==> config.mk <==
export PLATFORM = sky130hd
export DESIGN_NAME = countdown_seq_flat
export DESIGN_NICKNAME = d
export VERILOG_FILES = /design/src/rtl/countdown_seq_pkg.sv /design/src/rtl/countdown_seq_if.sv /design/src/rtl/countdown_seq_tick_divider.sv /design/src/rtl/countdown_seq.sv /design/src/flat_wrapper.sv
export SDC_FILE = /design/constraint.sdc
export NUM_CORES = 1
export LEC_CHECK = 0
export BUFFER_PORTS_ARGS = -buffer_cell sky130_fd_sc_hd__buf_4
export CORE_MARGIN = 2
export CORE_UTILIZATION = 60
export CTS_CLUSTER_SIZE = 14
export DETAILED_ROUTE_END_ITERATION = 8
export GPL_TIMING_DRIVEN = 0
export MAX_ROUTING_LAYER = met4
export PLACE_DENSITY = 0.82
export SKIP_LAST_GASP = 1
export SYNTH_ARGS = -nofsm -noshare
export SYNTH_HDL_FRONTEND = slang
export SYNTH_SLANG_ARGS = --single-unit
==> constraint.sdc <==
create_clock -name clk -period 5.3 [get_ports clk]
set_input_delay 1.59 -clock clk [delete_from_list [all_inputs] [get_ports clk]]
set_output_delay 1.59 -clock clk [all_outputs]
set_load 0.02 [all_outputs]
==> src/rtl/countdown_seq_pkg.sv <==
// Shared types and display helpers for the pre-round countdown sequencer.
package countdown_pkg;

  typedef enum logic [1:0] {
    IDLE  = 2'd0,
    COUNT = 2'd1,
    GO    = 2'd2,
    OVER  = 2'd3
  } state_t;

  localparam logic [3:0]  BLANK_DIGIT        = 4'hF;
  localparam logic [15:0] DEFAULT_GO_PATTERN = 16'h9AFF;
  localparam int          MAX_DIGITS         = 16;
  localparam int          WORD_W             = 4 * MAX_DIGITS;

  // Places digit in the most significant of `digits` positions, every other
  // position blank; callers keep only the low 4*digits bits.
  function automatic logic [WORD_W-1:0] digit_word(input logic [3:0] digit,
                                                    input int         digits);
    return ~(WORD_W'(~digit) << (4 * (digits - 1)));
  endfunction

endpackage

==> src/rtl/countdown_seq_if.sv <==
// Control/display bundle between the game-control FSM and the countdown sequencer.
interface countdown_seq_if #(
  parameter int DIGITS = 4
);
  logic                  start;
  logic [3:0]            load_count;
  logic                  pause;
  logic                  abort;
  logic [4*DIGITS-1:0]   data;
  logic                  busy;
  logic                  tick;
  logic                  done;
  logic                  delayover;

  modport master (
    output start, load_count, pause, abort,
    input  data, busy, tick, done, delayover
  );

  modport slave (
    input  start, load_count, pause, abort,
    output data, busy, tick, done, delayover
  );
endinterface

==> src/rtl/countdown_seq_tick_divider.sv <==
// Free-running step counter: counts 0..limit-1 while enabled and flags the wrap cycle.
module tick_divider #(
  parameter  int MAX_LIMIT = 4,
  localparam int CW        = $clog2(MAX_LIMIT),
  localparam int LW        = $clog2(MAX_LIMIT + 1)
) (
  input  logic          clk,
  input  logic          rst_n,
  input  logic          enable,
  input  logic          clear,
  input  logic [LW-1:0] limit,
  output logic          wrap
);

  logic [CW-1:0] cnt;
  logic          at_last;

  assign at_last = (LW'(cnt) == limit - LW'(1));
  assign wrap    = enable && !clear && at_last;

  // NOTE: clocked state uses non-blocking assignments so every register
  // samples pre-edge values, independent of process ordering.
  always_ff @(posedge clk or posedge rst_n) begin
    if (rst_n) begin
      cnt <= '0;
    end else if (clear) begin
      cnt <= '0;
    end else if (enable) begin
      cnt <= at_last ? '0 : cnt + CW'(1);
    end
  end

endmodule

==> src/rtl/countdown_seq.sv <==
// Countdown sequencer: shows N..1 then the GO glyph, one step per tick period.
module countdown_seq
  import countdown_pkg::*;
#(
  parameter int                  TICK_CYCLES = 100_000_000,
  parameter int                  GO_CYCLES   = 100_000_000,
  parameter int                  DIGITS      = 4,
  parameter int                  MAX_COUNT   = 9,
  parameter logic [4*DIGITS-1:0] GO_PATTERN  = DEFAULT_GO_PATTERN
) (
  input logic            clk,
  input logic            rst_n,
  countdown_seq_if.slave bus
);

  localparam int              MAX_LIMIT  = (TICK_CYCLES > GO_CYCLES) ? TICK_CYCLES : GO_CYCLES;
  localparam int              LW         = $clog2(MAX_LIMIT + 1);
  localparam int              DW         = 4 * DIGITS;
  localparam logic [DW-1:0]   BLANK_WORD = {DIGITS{BLANK_DIGIT}};

  state_t          state_q, state_d;
  logic [3:0]      count_q, count_d;
  logic [3:0]      start_value;
  logic [DW-1:0]   data_q, data_d;
  logic            tick_q, tick_d;
  logic            done_q, done_d;
  logic            accept, enable, clear, wrap;
  logic [LW-1:0]   limit;

  function automatic logic [DW-1:0] show(input logic [3:0] digit);
    logic [WORD_W-1:0] w;
    w = digit_word(digit, DIGITS);
    return w[DW-1:0];
  endfunction

  assign start_value = (bus.load_count > 4'(MAX_COUNT)) ? 4'(MAX_COUNT) : bus.load_count;
  assign accept      = bus.start && !bus.abort && (state_q == IDLE || state_q == OVER);
  assign enable      = (state_q == COUNT || state_q == GO) && !bus.pause;
  assign clear       = bus.abort || accept;
  assign limit       = (state_q == GO) ? LW'(GO_CYCLES) : LW'(TICK_CYCLES);

  tick_divider #(
    .MAX_LIMIT(MAX_LIMIT)
  ) u_tick_divider (
    .clk   (clk),
    .rst_n (rst_n),
    .enable(enable),
    .clear (clear),
    .limit (limit),
    .wrap  (wrap)
  );

  always_ff @(posedge clk or posedge rst_n) begin
    if (rst_n) begin
      state_q <= IDLE;
      count_q <= '0;
      data_q  <= BLANK_WORD;
      tick_q  <= 1'b0;
      done_q  <= 1'b0;
    end else begin
      state_q <= state_d;
      count_q <= count_d;
      data_q  <= data_d;
      tick_q  <= tick_d;
      done_q  <= done_d;
    end
  end

  // NOTE: every output of this block gets a default before any branch, so
  // no path leaves a signal unassigned and no latch is inferred.
  always_comb begin
    state_d = state_q;
    count_d = count_q;
    data_d  = data_q;
    tick_d  = 1'b0;
    done_d  = 1'b0;
    if (bus.abort) begin
      state_d = IDLE;
      count_d = '0;
      data_d  = BLANK_WORD;
    end else if (accept) begin
      count_d = start_value;
      if (start_value != 4'd0) begin
        state_d = COUNT;
        data_d  = show(start_value);
      end else begin
        state_d = GO;
        data_d  = GO_PATTERN;
      end
    end else if (wrap) begin
      tick_d = 1'b1;
      case (state_q)
        COUNT: begin
          if (count_q > 4'd1) begin
            count_d = count_q - 4'd1;
            data_d  = show(count_q - 4'd1);
          end else begin
            state_d = GO;
            count_d = '0;
            data_d  = GO_PATTERN;
          end
        end
        GO: begin
          state_d = OVER;
          done_d  = 1'b1;
        end
        default: ;
      endcase
    end
  end

  assign bus.data      = data_q;
  assign bus.busy      = (state_q == COUNT) || (state_q == GO);
  assign bus.tick      = tick_q;
  assign bus.done      = done_q;
  assign bus.delayover = (state_q == OVER);

endmodule

==> src/flat_wrapper.sv <==
// flat-port wrapper written by rule: the top's interface ports become plain ports
module countdown_seq_flat import countdown_pkg::*;
#(
  parameter int                  TICK_CYCLES = 100_000_000,
  parameter int                  GO_CYCLES   = 100_000_000,
  parameter int                  DIGITS      = 4,
  parameter int                  MAX_COUNT   = 9,
  parameter logic [4*DIGITS-1:0] GO_PATTERN  = DEFAULT_GO_PATTERN
)
  (clk, rst_n, bus_start, bus_load_count, bus_pause, bus_abort, bus_data, bus_busy, bus_tick, bus_done, bus_delayover);
  countdown_seq_if #(.DIGITS(DIGITS)) bus_i ();
  input logic clk;
  input logic rst_n;
  input wire logic [$bits(bus_i.start)-1:0] bus_start;
  input wire logic [$bits(bus_i.load_count)-1:0] bus_load_count;
  input wire logic [$bits(bus_i.pause)-1:0] bus_pause;
  input wire logic [$bits(bus_i.abort)-1:0] bus_abort;
  output wire logic [$bits(bus_i.data)-1:0] bus_data;
  output wire logic [$bits(bus_i.busy)-1:0] bus_busy;
  output wire logic [$bits(bus_i.tick)-1:0] bus_tick;
  output wire logic [$bits(bus_i.done)-1:0] bus_done;
  output wire logic [$bits(bus_i.delayover)-1:0] bus_delayover;
  assign bus_i.start = bus_start;
  assign bus_i.load_count = bus_load_count;
  assign bus_i.pause = bus_pause;
  assign bus_i.abort = bus_abort;
  assign bus_data = bus_i.data;
  assign bus_busy = bus_i.busy;
  assign bus_tick = bus_i.tick;
  assign bus_done = bus_i.done;
  assign bus_delayover = bus_i.delayover;
  countdown_seq #(.TICK_CYCLES(TICK_CYCLES), .GO_CYCLES(GO_CYCLES), .DIGITS(DIGITS), .MAX_COUNT(MAX_COUNT), .GO_PATTERN(GO_PATTERN)) u_core (.clk(clk), .rst_n(rst_n), .bus(bus_i));
endmodule
---- Yosys cells after proc, flatten, opt, wreduce, memory -nomap -nowiden ----
Cells that the tools add are included.
W data, S select, Z words.
storage, ports and cells
  flip-flop bits (word level) ............. 51
  latch bits .............................. 0
  memory bits (writable) .................. 0
  bits in read-only memories .............. 0
  output and inout port bits .............. 20
  memories ................................ 0
operators by class
  add/subtract/negate cells ............... 2
  multiply operators ...................... 0
  divide/modulo/power cells ............... 0
  order comparisons ....................... 2
  equal/unequal tests ..................... 5
  shifts and indexed selects .............. 0
  multiplexer cells ....................... 28
  bitwise gates (word level) .............. 4
  reductions and logical operators ........ 19
operators with widths
  operator                 number
  $mux W16                 6
  $mux W27                 3
  $not A16 Y16             2
  $add A27 B1 Y27 const B  1
  $eq A27 B27 Y1 const B   1
  $mux W4                  6
  $mux W2                  5
  $not A4 Y4               2
  $reduce_bool A4 Y1       2
  $mux W1                  7
  $reduce_bool A3 Y1       2
  $logic_and A1 B1 Y1      5
  $eq A2 B2 Y1 const B     2
  $gt A4 B1 Y1 const B     1
  $gt A4 B4 Y1 const B     1
  $ne A4 B3 Y1 const B     1
  $pmux W2 S2              1
  $sub A4 B1 Y4 const B    1
  $logic_not A1 Y1         3
  $logic_or A1 B1 Y1       3
  $reduce_and A3 Y1        1
  $eq A2 B1 Y1 const B     1
  $logic_not A2 Y1         1
  $reduce_and A2 Y1        1
  $reduce_bool A2 Y1       1

---- Logic depth before layout (Yosys ltp) ----
  depth in word-level cells ............... 10
  gate-level depth with buffers ........... 9
  mapped depth without buffers ............ 7

---- Cells and area by module ----
A second synthesis with hierarchy kept.
second synthesis, totals
  cells, all modules ...................... 381
  area, all modules ....................... 3308.2 µm²
by module, submodules not included
  module         instances  cells each  area each (µm²)
  tick_divider   1          289         2429.8
  countdown_seq  1          92          878.3

---- Worst setup path before layout ----
OpenSTA, ideal clock, no wires.
  kind .................................... in2reg
  from .................................... in bus_abort
  to ...................................... reg u_core.count_q[2]
  setup time .............................. 125 ps
  arrival ................................. 2790 ps
  slack ................................... 2385 ps
  stages on the path ...................... 5
  buffers on the path ..................... 1
  cells stage by stage .................... clkbuf_1 -> nor3_1 -> nand4_4 -> nand2_2 -> mux2_2
between the ends
  word-level cells in the longest chain between the ends .. 9
  elaborated cells on any way between the ends .. 12
ends and longest elaborated chain
  what                                 RTL line                          RTL
  start, declared                      flat_wrapper.sv:17                input wire logic [$bits(bus_i.abort)-1:0] bus_abort;
  $logic_not A1 Y1                     countdown_seq.sv:37               assign accept = bus.start && !bus.abort && (state_q == IDLE || state_q == OVER);
  $logic_and A1 B1 Y1 (2 in a row)     countdown_seq.sv:37
  $logic_or A1 B1 Y1                   countdown_seq.sv:39               assign clear = bus.abort || accept;
  $logic_not A1 Y1                     countdown_seq_tick_divider.sv:19  assign wrap = enable && !clear && at_last;
  $logic_and A1 B1 Y1 (2 in a row)     countdown_seq_tick_divider.sv:19
  $reduce_bool A3 Y1 (no source line)  -
  $reduce_and A2 Y1 (no source line)   -
  end signal, assigned                 countdown_seq.sv:62               count_q <= count_d;
  end, declared                        countdown_seq.sv:22               logic [3:0] count_q, count_d;
Several ways; a longest one is shown, not always the timed one.
A chain may end at the register's enable or synchronous reset.

---- Worst setup path after layout ----
  from .................................... reg u_core.state_q[0]
  to ...................................... out bus_busy
between the ends
  word-level cells in the longest chain between the ends .. 2
  elaborated cells on any way between the ends .. 3
ends and longest elaborated chain
  what                                          RTL line              RTL
  start, declared                               countdown_seq.sv:21   state_t state_q, state_d;
  start signal, assigned                        countdown_seq.sv:61   state_q <= state_d;
  $eq A2 B1 Y1 or $eq A2 B2 Y1 (tied branches)  countdown_seq.sv:113  assign bus.busy = (state_q == COUNT) || (state_q == GO);
  $logic_or A1 B1 Y1 (*)                        countdown_seq.sv:113
  end, declared                                 flat_wrapper.sv:19    output wire logic [$bits(bus_i.busy)-1:0] bus_busy;
Every way passes the cells marked *; elsewhere a longest branch is shown, timed or not.

==> impl_metrics.json <==
{
  "slew_headroom_pct": 44.2,
  "cp.arrival_ps": 1520,
  "synth_edf_count": 0,
  "ios": 29,
  "cp-start-kind": "flip-flop",
  "htree_levels": 2,
  "die_h_um": 68.5,
  "yosys.area.top_type_share_pct": 35.1,
  "cts_resized": 0,
  "clock.fmax_mhz": 321,
  "coreArea_um2": 4000,
  "viasPerCell": 6.40,
  "final_antenna_net_count": 0,
  "fin_worst_skew_ps": 11.3,
  "drc": 0,
  "syn2layout_area_growth_pct": 13.0,
  "grt_pass1_vias": 1937,
  "grt_start_max_net_pins": 41,
  "finalHoldViolCount": 0,
  "yosys.area.top_type": "dfrtp_1",
  "clk_latency_ps": 290,
  "io_buffer_count": 17,
  "postCtsSetupBuffers": 0,
  "pre_cts_slack_ps": 2040,
  "r2r_cells": 7,
  "cts_buffers": 5,
  "fillCellCount": 322,
  "rsz0062_at_grt": "no",
  "finalCriticalPeriod_ps": 3110,
  "syn_inst": 276,
  "crit_type": "flip-flop to output pin",
  "hold_buffers": 0,
  "place.gp.congestion": 0.912,
  "status": "completed",
  "vias": 2303,
  "routedWlPerCell_um": 15.6,
  "reg2reg_slack_ps": 2810,
  "diodes": 0,
  "ys_seq_area_share_pct": 40.4,
  "grt_pass1_wl_um": 9450,
  "worstMarginPinSlew_ps": 835,
  "required_ps": 3710,
  "grt_usage_pct": 28.0,
  "root_buffer": "clkbuf_8",
  "ir_worst_vdd_mv": 0.232,
  "floorplan.die.width_um": 68.5,
  "synthTopCellsByArea": "dfrtp_1, a31oi_1, dfstp_2",
  "rows": 23,
  "finalMaxSlewViolations": 0,
  "hp-start": "u_core.u_tick_divider.cnt[26]",
  "critPathCaptureType": "output pin",
  "multiInputGateArea_um2": 1330,
  "crit_path_max_fanout": 9,
  "dieArea_um2": 4690,
  "nets": 324,
  "timing.rr.start": "u_core.state_q[0]",
  "seqCellArea_um2": 1010,
  "syn_area_um2": 2490,
  "post-route-period-util_pct": 58.7,
  "instances_no_fill": 360,
  "holdPathStages": 1,
  "ys_ff_latch": 40,
  "ys_types": 56,
  "antenna_found_initial": 0,
  "clock_sinks": 40,
  "finalSetupViolations": 0,
  "r2r_end": "u_core.u_tick_divider.cnt[21]",
  "hold_path_end": "u_core.u_tick_divider.cnt[26]",
  "final.setup.tns_ps": 0,
  "maxCapViolations": 0,
  "firstDrtPassIters": 5,
  "synthFlopType": "dfrtp_1",
  "final.setup.worst_slack_ps": 2190,
  "p_leak_nw": 1.21,
  "wirelength_um": 5610,
  "ys_warn_count": 0,
  "drive_gt1_share_pct": 18.7,
  "first_iter_violations": 182,
  "cts_tree": "done",
  "overflow": 0,
  "hpwl_um": 4000,
  "avgSynthCellArea_um2": 9.04,
  "initial_core_util_pct": 62.4,
  "cts_buffer_depth": 2,
  "hold_path_class": "flip-flop to flip-flop",
  "dp_cells": 352,
  "async_flop_share_pct": 100,
  "p_per_area_nw_per_um2": 271,
  "clkSlewWorstSetupHoldPaths_ps": 80
}
-- worst max path at each step --
stage	startpoint	to	slack (ps)
after floorplan	bus_abort	u_core.count_q[2]	2390
after detailed placement	bus_abort	u_core.u_tick_divider.cnt[21]	2040
after CTS	u_core.state_q[0]	bus_busy	2180
final	u_core.state_q[0]	bus_busy	2190
after global routing	u_core.state_q[0]	bus_busy	2080
after global placement	bus_abort	u_core.u_tick_divider.cnt[25]	2020
-- stage by stage --
| stage | hold WS, ps | power (W) | util, % | instance area [µm²] |
|---|---|---|---|---|
| floorplan | 451 | 0.000490 | - | 2530 |
| detailed placement | 492 | 0.000546 | 68.0 | 2720 |
| global placement | 476 | 0.000540 | 68.0 | 2720 |
| finish | 504 | 0.000764 | 70.5 | 2820 |
| CTS | 502 | 0.000769 | 70.5 | 2820 |
| global route | 539 | 0.000809 | 70.5 | 2820 |
-- synth_stat cells (7+ instances only) --
master   count
nor3_1       7
nand4_1      7
dfrtp_1     35
nand3_1     16
nand2_1     28
a31oi_1     21
a21oi_1     16
nor2_1      12
inv_1       10
o21ai_0     16
buf_4       11
mux2i_1      7
-- power by group --
part / total, W / switching (W) / internal, W
Sequential: 0.000340 / 0.0000143 / 0.000326
Combinational: 0.000202 / 0.000123 / 0.0000798
Clock: 0.000222 / 0.000103 / 0.000119
Total: 0.000764 / 0.000240 / 0.000525
-- state kept, by name, indices dropped and copies added, names as in the netlist --
register                   flops
u_core.u_tick_divider.cnt     27
u_core.count_q                 4
u_core.bus.tick                1
u_core.bus.data                5
u_core.bus.done                1
u_core.state_q                 2
-- area by class of cell --
cell class / instances / share of cell area [%]
Buffer: 22 / 5.33
Clock buffer: 8 / 3.55
Inverter: 10 / 1.33
Multi-Input combinational cell: 213 / 47.3
Sequential cell: 40 / 35.7
Tap cell: 50 / 2.22
Timing Repair Buffer: 17 / 4.53
-- critical path: stages, from the launching register on --
cell and delay, ps:
dfrtp_1 400, inv_1 60, ha_1 270, clkbuf_1 270
inv_1 70, buf_4 160
-- routing by layer --
layer	GRT usage (%)	routed length [µm]
met1	40.5	2500
met4	7.50	72
met3	6.09	473
met2	39.4	2560
met5	-	0
-- cell families after synthesis --
logic type	after synthesis	share of synthesized area, %
flops	40	40.4
simple gates	106	23.6
other cells	1	0.150
compound gates	79	20.4
mux	11	4.61
xor+xnor	1	0.351
fa+ha+maj	6	3.01
buf+inv	32	7.52
-- layout by cell type (no fill, tap or decap), types with 2 or more instances in the layout --
master / synthesis / routed
inv_1: 10 / 9
conb_1: 1 / 10
a21oi_1: 16 / 16
nor4_1: 2 / 2
ha_1: 6 / 6
nor3_1: 7 / 7
nand4_1: 7 / 7
mux2i_1: 7 / 7
o31a_1: 2 / 2
clkbuf_1: 5 / 6
buf_6: 3 / 3
and3_1: 5 / 5
a31oi_1: 21 / 21
nand2b_1: 2 / 2
nand3_1: 16 / 16
nand2_1: 28 / 28
buf_2: 2 / 2
and2_1: 5 / 5
dfstp_2: 5 / 5
a41oi_1: 6 / 6
nor2_1: 12 / 12
o21ai_0: 16 / 16
clkbuf_8: 0 / 7
dfrtp_1: 35 / 35
or3_1: 6 / 6
o31ai_1: 2 / 2
o21a_1: 3 / 3
mux2_2: 4 / 4
nand3b_1: 3 / 3
a22o_1: 2 / 2
buf_4: 11 / 28
No activity file was read; power rests on OpenSTA's default activity.
